**src/rtl/irq_ctrl_if.sv**
```systemverilog
// Core/peripheral interrupt handshake bundle for irq_ctrl.
// The controller takes the slave view; the core and peripherals take the master view.
interface irq_ctrl_if #(
   parameter int unsigned NSRC = 8,
   parameter int unsigned VW   = 6
);
   logic [NSRC-1:0] irq_req;
   logic [NSRC-1:0] irq_exec;
   logic            sreg_i;
   logic            instr_boundary;
   logic            take;
   logic [VW-1:0]   vector;
   logic            take_ack;
   logic            sei;
   logic            cli;
   logic            reti;
   logic            in_isr;
   logic [2:0]      depth;

   modport slave (
      input  irq_req,
      input  instr_boundary,
      input  take_ack,
      input  sei,
      input  cli,
      input  reti,
      output irq_exec,
      output sreg_i,
      output take,
      output vector,
      output in_isr,
      output depth
   );

   modport master (
      output irq_req,
      output instr_boundary,
      output take_ack,
      output sei,
      output cli,
      output reti,
      input  irq_exec,
      input  sreg_i,
      input  take,
      input  vector,
      input  in_isr,
      input  depth
   );
endinterface

```
**src/rtl/irq_ctrl.sv**
```systemverilog
// Fixed-priority interrupt controller: arbitrates level requests, vectors the core at an
// instruction boundary, owns SREG.I and tracks ISR nesting depth.
module irq_ctrl #(
   parameter int unsigned NSRC     = 8,
   parameter int unsigned VW       = 6,
   parameter int unsigned MAX_NEST = 3
) (
   input logic       clk,
   input logic       rst,
   irq_ctrl_if.slave bus
);
   localparam int unsigned IW = (NSRC > 1) ? $clog2(NSRC) : 1;

   if (MAX_NEST < 1 || MAX_NEST > 7) begin : g_bad_max_nest
      $error("irq_ctrl: MAX_NEST must be in 1..7");
   end

   typedef enum logic [0:0] {StIdle, StReq} state_e;

   state_e          state_q, state_d;
   logic [IW-1:0]   winner_q, winner_d;
   logic            take_q, take_d;
   logic [VW-1:0]   vector_q, vector_d;
   logic [NSRC-1:0] irq_exec_q, irq_exec_d;
   logic            sreg_i_q, sreg_i_d;
   logic [2:0]      depth_q, depth_d;
   logic            in_isr_q, in_isr_d;

   logic [IW-1:0]   arb_idx;
   logic            any_req;
   logic            ack_fire;
   logic            can_take;

   // Lowest set index wins; scanning downwards leaves the lowest one last.
   always_comb begin
      arb_idx = '0;
      for (int i = int'(NSRC) - 1; i >= 0; i--) begin
         if (bus.irq_req[i]) begin
            arb_idx = IW'(i);
         end
      end
   end

   assign any_req  = |bus.irq_req;
   assign ack_fire = (state_q == StReq) && bus.take_ack;
   assign can_take = sreg_i_q && any_req && bus.instr_boundary && (depth_q < 3'(MAX_NEST));

   always_comb begin
      state_d    = state_q;
      winner_d   = winner_q;
      take_d     = take_q;
      vector_d   = vector_q;
      irq_exec_d = '0;

      unique case (state_q)
         StIdle: begin
            if (can_take) begin
               winner_d = arb_idx;
               take_d   = 1'b1;
               vector_d = VW'(arb_idx) + VW'(1);
               state_d  = StReq;
            end
         end
         StReq: begin
            // Ack beats a simultaneous drop of the winning request.
            if (bus.take_ack) begin
               irq_exec_d[winner_q] = 1'b1;
               take_d               = 1'b0;
               vector_d             = '0;
               state_d              = StIdle;
            end else if (!bus.irq_req[winner_q]) begin
               take_d   = 1'b0;
               vector_d = '0;
               state_d  = StIdle;
            end
         end
         default: begin
            state_d = StIdle;
         end
      endcase
   end

   always_comb begin
      sreg_i_d = sreg_i_q;
      if (ack_fire) begin
         sreg_i_d = 1'b0;
      end else if (bus.cli) begin
         sreg_i_d = 1'b0;
      end else if (bus.reti || bus.sei) begin
         sreg_i_d = 1'b1;
      end
   end

   // Entry and RETI in the same cycle cancel; depth never leaves 0..MAX_NEST.
   always_comb begin
      depth_d = depth_q;
      if (ack_fire && !bus.reti) begin
         if (depth_q < 3'(MAX_NEST)) begin
            depth_d = depth_q + 3'd1;
         end
      end else if (!ack_fire && bus.reti && (depth_q != 3'd0)) begin
         depth_d = depth_q - 3'd1;
      end
      in_isr_d = (depth_d != 3'd0);
   end

   always_ff @(posedge clk) begin
      if (rst) begin
         state_q    <= StIdle;
         winner_q   <= '0;
         take_q     <= 1'b0;
         vector_q   <= '0;
         irq_exec_q <= '0;
         sreg_i_q   <= 1'b0;
         depth_q    <= 3'd0;
         in_isr_q   <= 1'b0;
      end else begin
         state_q    <= state_d;
         winner_q   <= winner_d;
         take_q     <= take_d;
         vector_q   <= vector_d;
         irq_exec_q <= irq_exec_d;
         sreg_i_q   <= sreg_i_d;
         depth_q    <= depth_d;
         in_isr_q   <= in_isr_d;
      end
   end

   assign bus.irq_exec = irq_exec_q;
   assign bus.sreg_i   = sreg_i_q;
   assign bus.take     = take_q;
   assign bus.vector   = vector_q;
   assign bus.depth    = depth_q;
   assign bus.in_isr   = in_isr_q;

   a_exec_onehot : assert property (@(posedge clk) disable iff (rst) $onehot0(irq_exec_q));
   a_exec_single : assert property (@(posedge clk) disable iff (rst)
                                    (irq_exec_q != '0) |=> (irq_exec_q == '0));
   a_take_vector : assert property (@(posedge clk) disable iff (rst)
                                    take_q |-> (vector_q != '0));
   a_depth_bound : assert property (@(posedge clk) disable iff (rst)
                                    depth_q <= 3'(MAX_NEST));
endmodule

```
**src/flat_wrapper.sv**
```systemverilog
// flat-port wrapper written by rule: the top's interface ports become plain ports
module irq_ctrl_flat 
#(
   parameter int unsigned NSRC     = 8,
   parameter int unsigned VW       = 6,
   parameter int unsigned MAX_NEST = 3
)
  (clk, rst, bus_irq_req, bus_instr_boundary, bus_take_ack, bus_sei, bus_cli, bus_reti, bus_irq_exec, bus_sreg_i, bus_take, bus_vector, bus_in_isr, bus_depth);
  irq_ctrl_if #(.NSRC(NSRC), .VW(VW)) bus_i ();
  input logic clk;
  input logic rst;
  input wire logic [$bits(bus_i.irq_req)-1:0] bus_irq_req;
  input wire logic [$bits(bus_i.instr_boundary)-1:0] bus_instr_boundary;
  input wire logic [$bits(bus_i.take_ack)-1:0] bus_take_ack;
  input wire logic [$bits(bus_i.sei)-1:0] bus_sei;
  input wire logic [$bits(bus_i.cli)-1:0] bus_cli;
  input wire logic [$bits(bus_i.reti)-1:0] bus_reti;
  output wire logic [$bits(bus_i.irq_exec)-1:0] bus_irq_exec;
  output wire logic [$bits(bus_i.sreg_i)-1:0] bus_sreg_i;
  output wire logic [$bits(bus_i.take)-1:0] bus_take;
  output wire logic [$bits(bus_i.vector)-1:0] bus_vector;
  output wire logic [$bits(bus_i.in_isr)-1:0] bus_in_isr;
  output wire logic [$bits(bus_i.depth)-1:0] bus_depth;
  assign bus_i.irq_req = bus_irq_req;
  assign bus_i.instr_boundary = bus_instr_boundary;
  assign bus_i.take_ack = bus_take_ack;
  assign bus_i.sei = bus_sei;
  assign bus_i.cli = bus_cli;
  assign bus_i.reti = bus_reti;
  assign bus_irq_exec = bus_i.irq_exec;
  assign bus_sreg_i = bus_i.sreg_i;
  assign bus_take = bus_i.take;
  assign bus_vector = bus_i.vector;
  assign bus_in_isr = bus_i.in_isr;
  assign bus_depth = bus_i.depth;
  irq_ctrl #(.NSRC(NSRC), .VW(VW), .MAX_NEST(MAX_NEST)) u_core (.clk(clk), .rst(rst), .bus(bus_i));
endmodule
```
**config.mk**
```make
export PLATFORM = sky130hd
export DESIGN_NAME = irq_ctrl_flat
export DESIGN_NICKNAME = d
export VERILOG_FILES = /design/src/rtl/irq_ctrl_if.sv /design/src/rtl/irq_ctrl.sv /design/src/flat_wrapper.sv
export SDC_FILE = /design/constraint.sdc
export NUM_CORES = 1
export LEC_CHECK = 0
export ABC_CLOCK_PERIOD_IN_PS = 2230
export BUFFER_PORTS_ARGS = -buffer_cell sky130_fd_sc_hd__buf_4
export CELL_PAD_IN_SITES_DETAIL_PLACEMENT = 0
export CELL_PAD_IN_SITES_GLOBAL_PLACEMENT = 1
export CORE_MARGIN = 1.5
export CORE_UTILIZATION = 25
export CTS_BUF_LIST = sky130_fd_sc_hd__clkbuf_16
export DETAILED_ROUTE_END_ITERATION = 10
export HOLD_SLACK_MARGIN = 0.06
export PLACE_DENSITY = 0.61
export SLEW_MARGIN = 20
export SYNTH_ARGS = -nofsm -noshare
export SYNTH_HDL_FRONTEND = slang
export SYNTH_SLANG_ARGS = --single-unit
```
**constraint.sdc**
```tcl
create_clock -name clk -period 2.23 [get_ports clk]
set_input_delay 0 -clock clk [delete_from_list [all_inputs] [get_ports clk]]
set_output_delay 0 -clock clk [all_outputs]
set_load 0.01 [all_outputs]
```
==> run_summary.xml <==
<?xml version="1.0" encoding="UTF-8"?>
<metrics>
  <group name="clock_tree">
    <metric name="clock_latency_on_the_worst_skew_pair" unit="ps">250</metric>
    <metric name="clock_sink_count" unit="">22</metric>
    <metric name="post-cts-setup-buffers" unit="">0</metric>
    <metric name="cts_hold_repair.buffers" unit="">3</metric>
    <metric name="root_buffer" unit="">clkbuf_16</metric>
    <metric name="cts_tree" unit="">yes</metric>
    <metric name="cts.htree.levels" unit="">1</metric>
    <metric name="cts_buffer_depth" unit="">2</metric>
    <metric name="clkSlewWorstSetupHoldPaths" unit="ps">60</metric>
    <metric name="numCtsBuffers" unit="">3</metric>
    <metric name="postCtsResizedCells" unit="">0</metric>
  </group>
  <group name="grt">
    <metric name="grt_pass1_vias" unit="">1032</metric>
    <metric name="grt_start_max_net_pins" unit="">15</metric>
    <metric name="gr-usage-all-layers" unit="%">12.4</metric>
    <metric name="global_route.overflow_total" unit="">0</metric>
    <metric name="grt_antenna_before_repair" unit="">0</metric>
    <metric name="global_route_wire_length_before_repair" unit="mm">5.00</metric>
  </group>
  <group name="yosys">
    <metric name="cells_after_synthesis" unit="">126</metric>
    <metric name="yosysTopAreaCellShare" unit="%">38.1</metric>
    <metric name="yosysSeqAreaShare" unit="%">38.1</metric>
    <metric name="syn_area_per_cell" unit="um2">9.17</metric>
    <metric name="ys_seq_elements" unit="">22</metric>
    <metric name="netlist_area" unit="mm2">0.00115</metric>
    <metric name="postSynth.topFlopCell" unit="">dfxtp_1</metric>
    <metric name="ys.warnings.count" unit="">0</metric>
    <metric name="synth_largest_area_cell" unit="">dfxtp_1</metric>
    <metric name="synth.distinct_cells" unit="">43</metric>
    <metric name="ys_async_sr_fraction" unit="%">0</metric>
    <metric name="synth.area.top_cells" unit="">dfxtp_1 (38%), ha_1 (4.3%), mux2_4 (3.9%), nor2_1 (3.9%), nand2_1 (3.6%)</metric>
    <metric name="synth_enable_flop_cells" unit="">0</metric>
  </group>
  <group name="drt">
    <metric name="routed-via-count" unit="">1049</metric>
    <metric name="detail_route.wl_per_cell" unit="um">13.7</metric>
    <metric name="drtAntennaViolNets" unit="">0</metric>
    <metric name="postRouteWirelength" unit="mm">2.92</metric>
    <metric name="detail_route.vias_per_cell" unit="">4.92</metric>
    <metric name="detail_route.drc_violations" unit="">0</metric>
    <metric name="number_of_drc_markers_in_iteration_0" unit="">34</metric>
    <metric name="drt_pre_antenna_iters" unit="">4</metric>
  </group>
  <group name="die">
    <metric name="die-height" unit="um">71.0</metric>
    <metric name="core_region_area" unit="mm2">0.00441</metric>
    <metric name="top_level_ports" unit="">35</metric>
    <metric name="start_util" unit="%">26.2</metric>
    <metric name="placementRows" unit="">24</metric>
    <metric name="fp.dieArea" unit="mm2">0.00504</metric>
    <metric name="die_width" unit="um">71.0</metric>
  </group>
  <group name="hold_path">
    <metric name="worst_hold_path_type" unit="">in2reg</metric>
  </group>
  <group name="layout">
    <metric name="n_antenna_cell" unit="">0</metric>
    <metric name="final_core_utilization" unit="%">34.8</metric>
    <metric name="drive_above_1_share" unit="%">27.3</metric>
    <metric name="layout.cell_area.non_filler" unit="mm2">0.00154</metric>
    <metric name="nets" unit="">181</metric>
    <metric name="syn2layout_area_growth" unit="%">32.9</metric>
  </group>
  <group name="pwr">
    <metric name="leakagePower" unit="uW">0.000632</metric>
    <metric name="internal-power" unit="uW">864</metric>
    <metric name="sequentialPowerShare" unit="%">39.0</metric>
    <metric name="combinational_fraction_of_design_power" unit="%">31.0</metric>
    <metric name="power.share.switching" unit="%">31.7</metric>
    <metric name="power.ir.vdd_worst" unit="V">0.000359</metric>
    <metric name="switchingPower" unit="uW">401</metric>
    <metric name="p_per_cell_area" unit="mW/mm2">824</metric>
    <metric name="p_clk_share" unit="%">29.9</metric>
    <metric name="tot_pwr" unit="uW">1260</metric>
  </group>
  <group name="place">
    <metric name="numPortBuffers" unit="">32</metric>
    <metric name="dpl_cell_area" unit="mm2">0.00143</metric>
    <metric name="place.detailed.hpwl" unit="mm">2.22</metric>
    <metric name="globalplace.congestion" unit="">0.788</metric>
  </group>
  <group name="timing">
    <metric name="hold-worst-slack" unit="ps">76.1</metric>
    <metric name="rsz0062_at_grt" unit="">no</metric>
    <metric name="final.setup.tns" unit="ps">0</metric>
    <metric name="min_period" unit="ps">1750</metric>
    <metric name="report.final.hold_viol_count" unit="">0</metric>
    <metric name="fin_worst_skew" unit="ps">2.22</metric>
    <metric name="final-max-slew-violation-count" unit="">0</metric>
    <metric name="finalSetupViolations" unit="">0</metric>
    <metric name="fmaxAchievable" unit="MHz">570</metric>
    <metric name="timing.final.crit_share" unit="%">78.7</metric>
  </group>
  <group name="critical_path">
    <metric name="crit_fanout" unit="">7</metric>
    <metric name="cp_data_required_time" unit="ps">2370</metric>
    <metric name="worst_setup_path_type" unit="">reg2reg</metric>
    <metric name="worst_setup_path_start_kind" unit="">register</metric>
    <metric name="worstSetupEndpointType" unit="">register</metric>
    <metric name="timing.critical_path.arrival" unit="ps">1900</metric>
  </group>
  <group name="run_status">
    <metric name="result_of_the_run" unit="">finished, final reports clean</metric>
  </group>
  <group name="flow_run">
    <metric name="maxCapViolations" unit="">0</metric>
  </group>
</metrics>
-- through the flow --
stage / std cells / worst slack, ps
floorplan: 127 / 652
global placement: 206 / 542
detailed placement: 206 / 500
CTS: 213 / 484
global route: 213 / 349
finish: 213 / 476
-- state kept, by name, indices dropped and copies added (netlist names) --
register,count
u_core.bus.irq_exec,8
u_core.bus.vector,4
u_core.bus.take,1
u_core.winner_q,3
u_core.bus.sreg_i,1
u_core.bus.depth,3
u_core.bus.in_isr,1
u_core.state_q,1
-- critical path, cell delays in order (launching register included) --
cell	delay [ps]
dfxtp_1	490
mux2_1	370
mux4_2	530
a21boi_2	190
nor3_1	60
-- synthesized netlist by cell type (2+ instances only) --
master / number
a21oi_1: 4
a31oi_1: 3
a32oi_1: 2
and2_1: 3
buf_4: 3
dfxtp_1: 22
ha_1: 4
inv_1: 7
mux2_4: 3
nand2_1: 11
nand2b_1: 3
nand3_1: 3
nand3b_1: 3
nand4_1: 4
nor2_1: 12
nor2b_1: 2
nor3_1: 7
nor4_1: 2
nor4b_1: 2
o21ai_0: 2
o311ai_0: 2
-- layout make-up --
cell class | count | area (um2)
Clock buffer | 3 | 75.1
Clock inverter | 1 | 3.75
Fill cell | 461 | 2880
Inverter | 7 | 26.3
Multi-Input combinational cell | 93 | 654
Sequential cell | 22 | 440
Tap cell | 52 | 65.1
Timing Repair Buffer | 35 | 270
-- power groups by stage --
stage	registers (uW)	clock network, uW	logic (uW)
4_1_cts	491	395	389
6_report	494	379	392
5_1_grt	498	413	429
2_1_floorplan	503	0	230
3_5_place_dp	499	0	384
3_3_place_gp	497	0	377
-- placed cells by master, fill, tap and decap left out, types with 2 or more instances in the layout --
cell type / synthesis / final
dlygate4sd3_1: 0 / 3
nand3b_1: 3 / 3
nor4b_1: 2 / 2
buf_4: 3 / 32
o311ai_0: 2 / 2
a32oi_1: 2 / 2
conb_1: 1 / 2
nand4_1: 4 / 4
o21ai_0: 2 / 2
mux2_4: 3 / 3
clkbuf_16: 0 / 3
ha_1: 4 / 4
nand3_1: 3 / 3
nor4_1: 2 / 2
nor3_1: 7 / 7
nor2_1: 12 / 12
dfxtp_1: 22 / 22
a21oi_1: 4 / 4
nand2b_1: 3 / 3
nand2_1: 11 / 11
inv_1: 7 / 7
and2_1: 3 / 3
a31oi_1: 3 / 3
nor2b_1: 2 / 2
-- per-layer routing --
metal,wire (um),vias up,track usage [%]
met5,0,-,0
met4,19,0,3.35
met3,111,2,3.99
met2,1400,23,20.4
met1,1400,492,15.7
li1,-,532,-
-- cells by family (layout without fill, tap and decap cells) --
group | count (synthesis) | after routing | synth area share, %
compound gates | 24 | 24 | 15.9
buf+inv | 12 | 46 | 5.53
mux | 5 | 5 | 6.83
other cells | 1 | 2 | 0.325
xor+xnor | 1 | 1 | 0.759
simple gates | 57 | 57 | 28.2
fa+ha+maj | 4 | 4 | 4.33
flops | 22 | 22 | 38.1
-- final timing paths --
| kind | from | end | slack [ps] | cells after the start |
|---|---|---|---|---|
| worst max-delay path | u_core.winner_q[0]$_SDFFE_PP0P_ | u_core.bus.vector[3]$_SDFFE_PP0P_ | 480 | 4 |
| worst min-delay path | bus_irq_req[0] | u_core.winner_q[2]$_SDFFE_PP0P_ | 80 | 4 |
| worst max register to register | u_core.winner_q[0]$_SDFFE_PP0P_ | u_core.bus.vector[3]$_SDFFE_PP0P_ | 480 | 4 |
| worst min register to register | u_core.bus.vector[1]$_SDFFE_PP0P_ | u_core.bus.vector[1]$_SDFFE_PP0P_ | 530 | 2 |
Note: power is estimated with default switching activity, not from simulation.
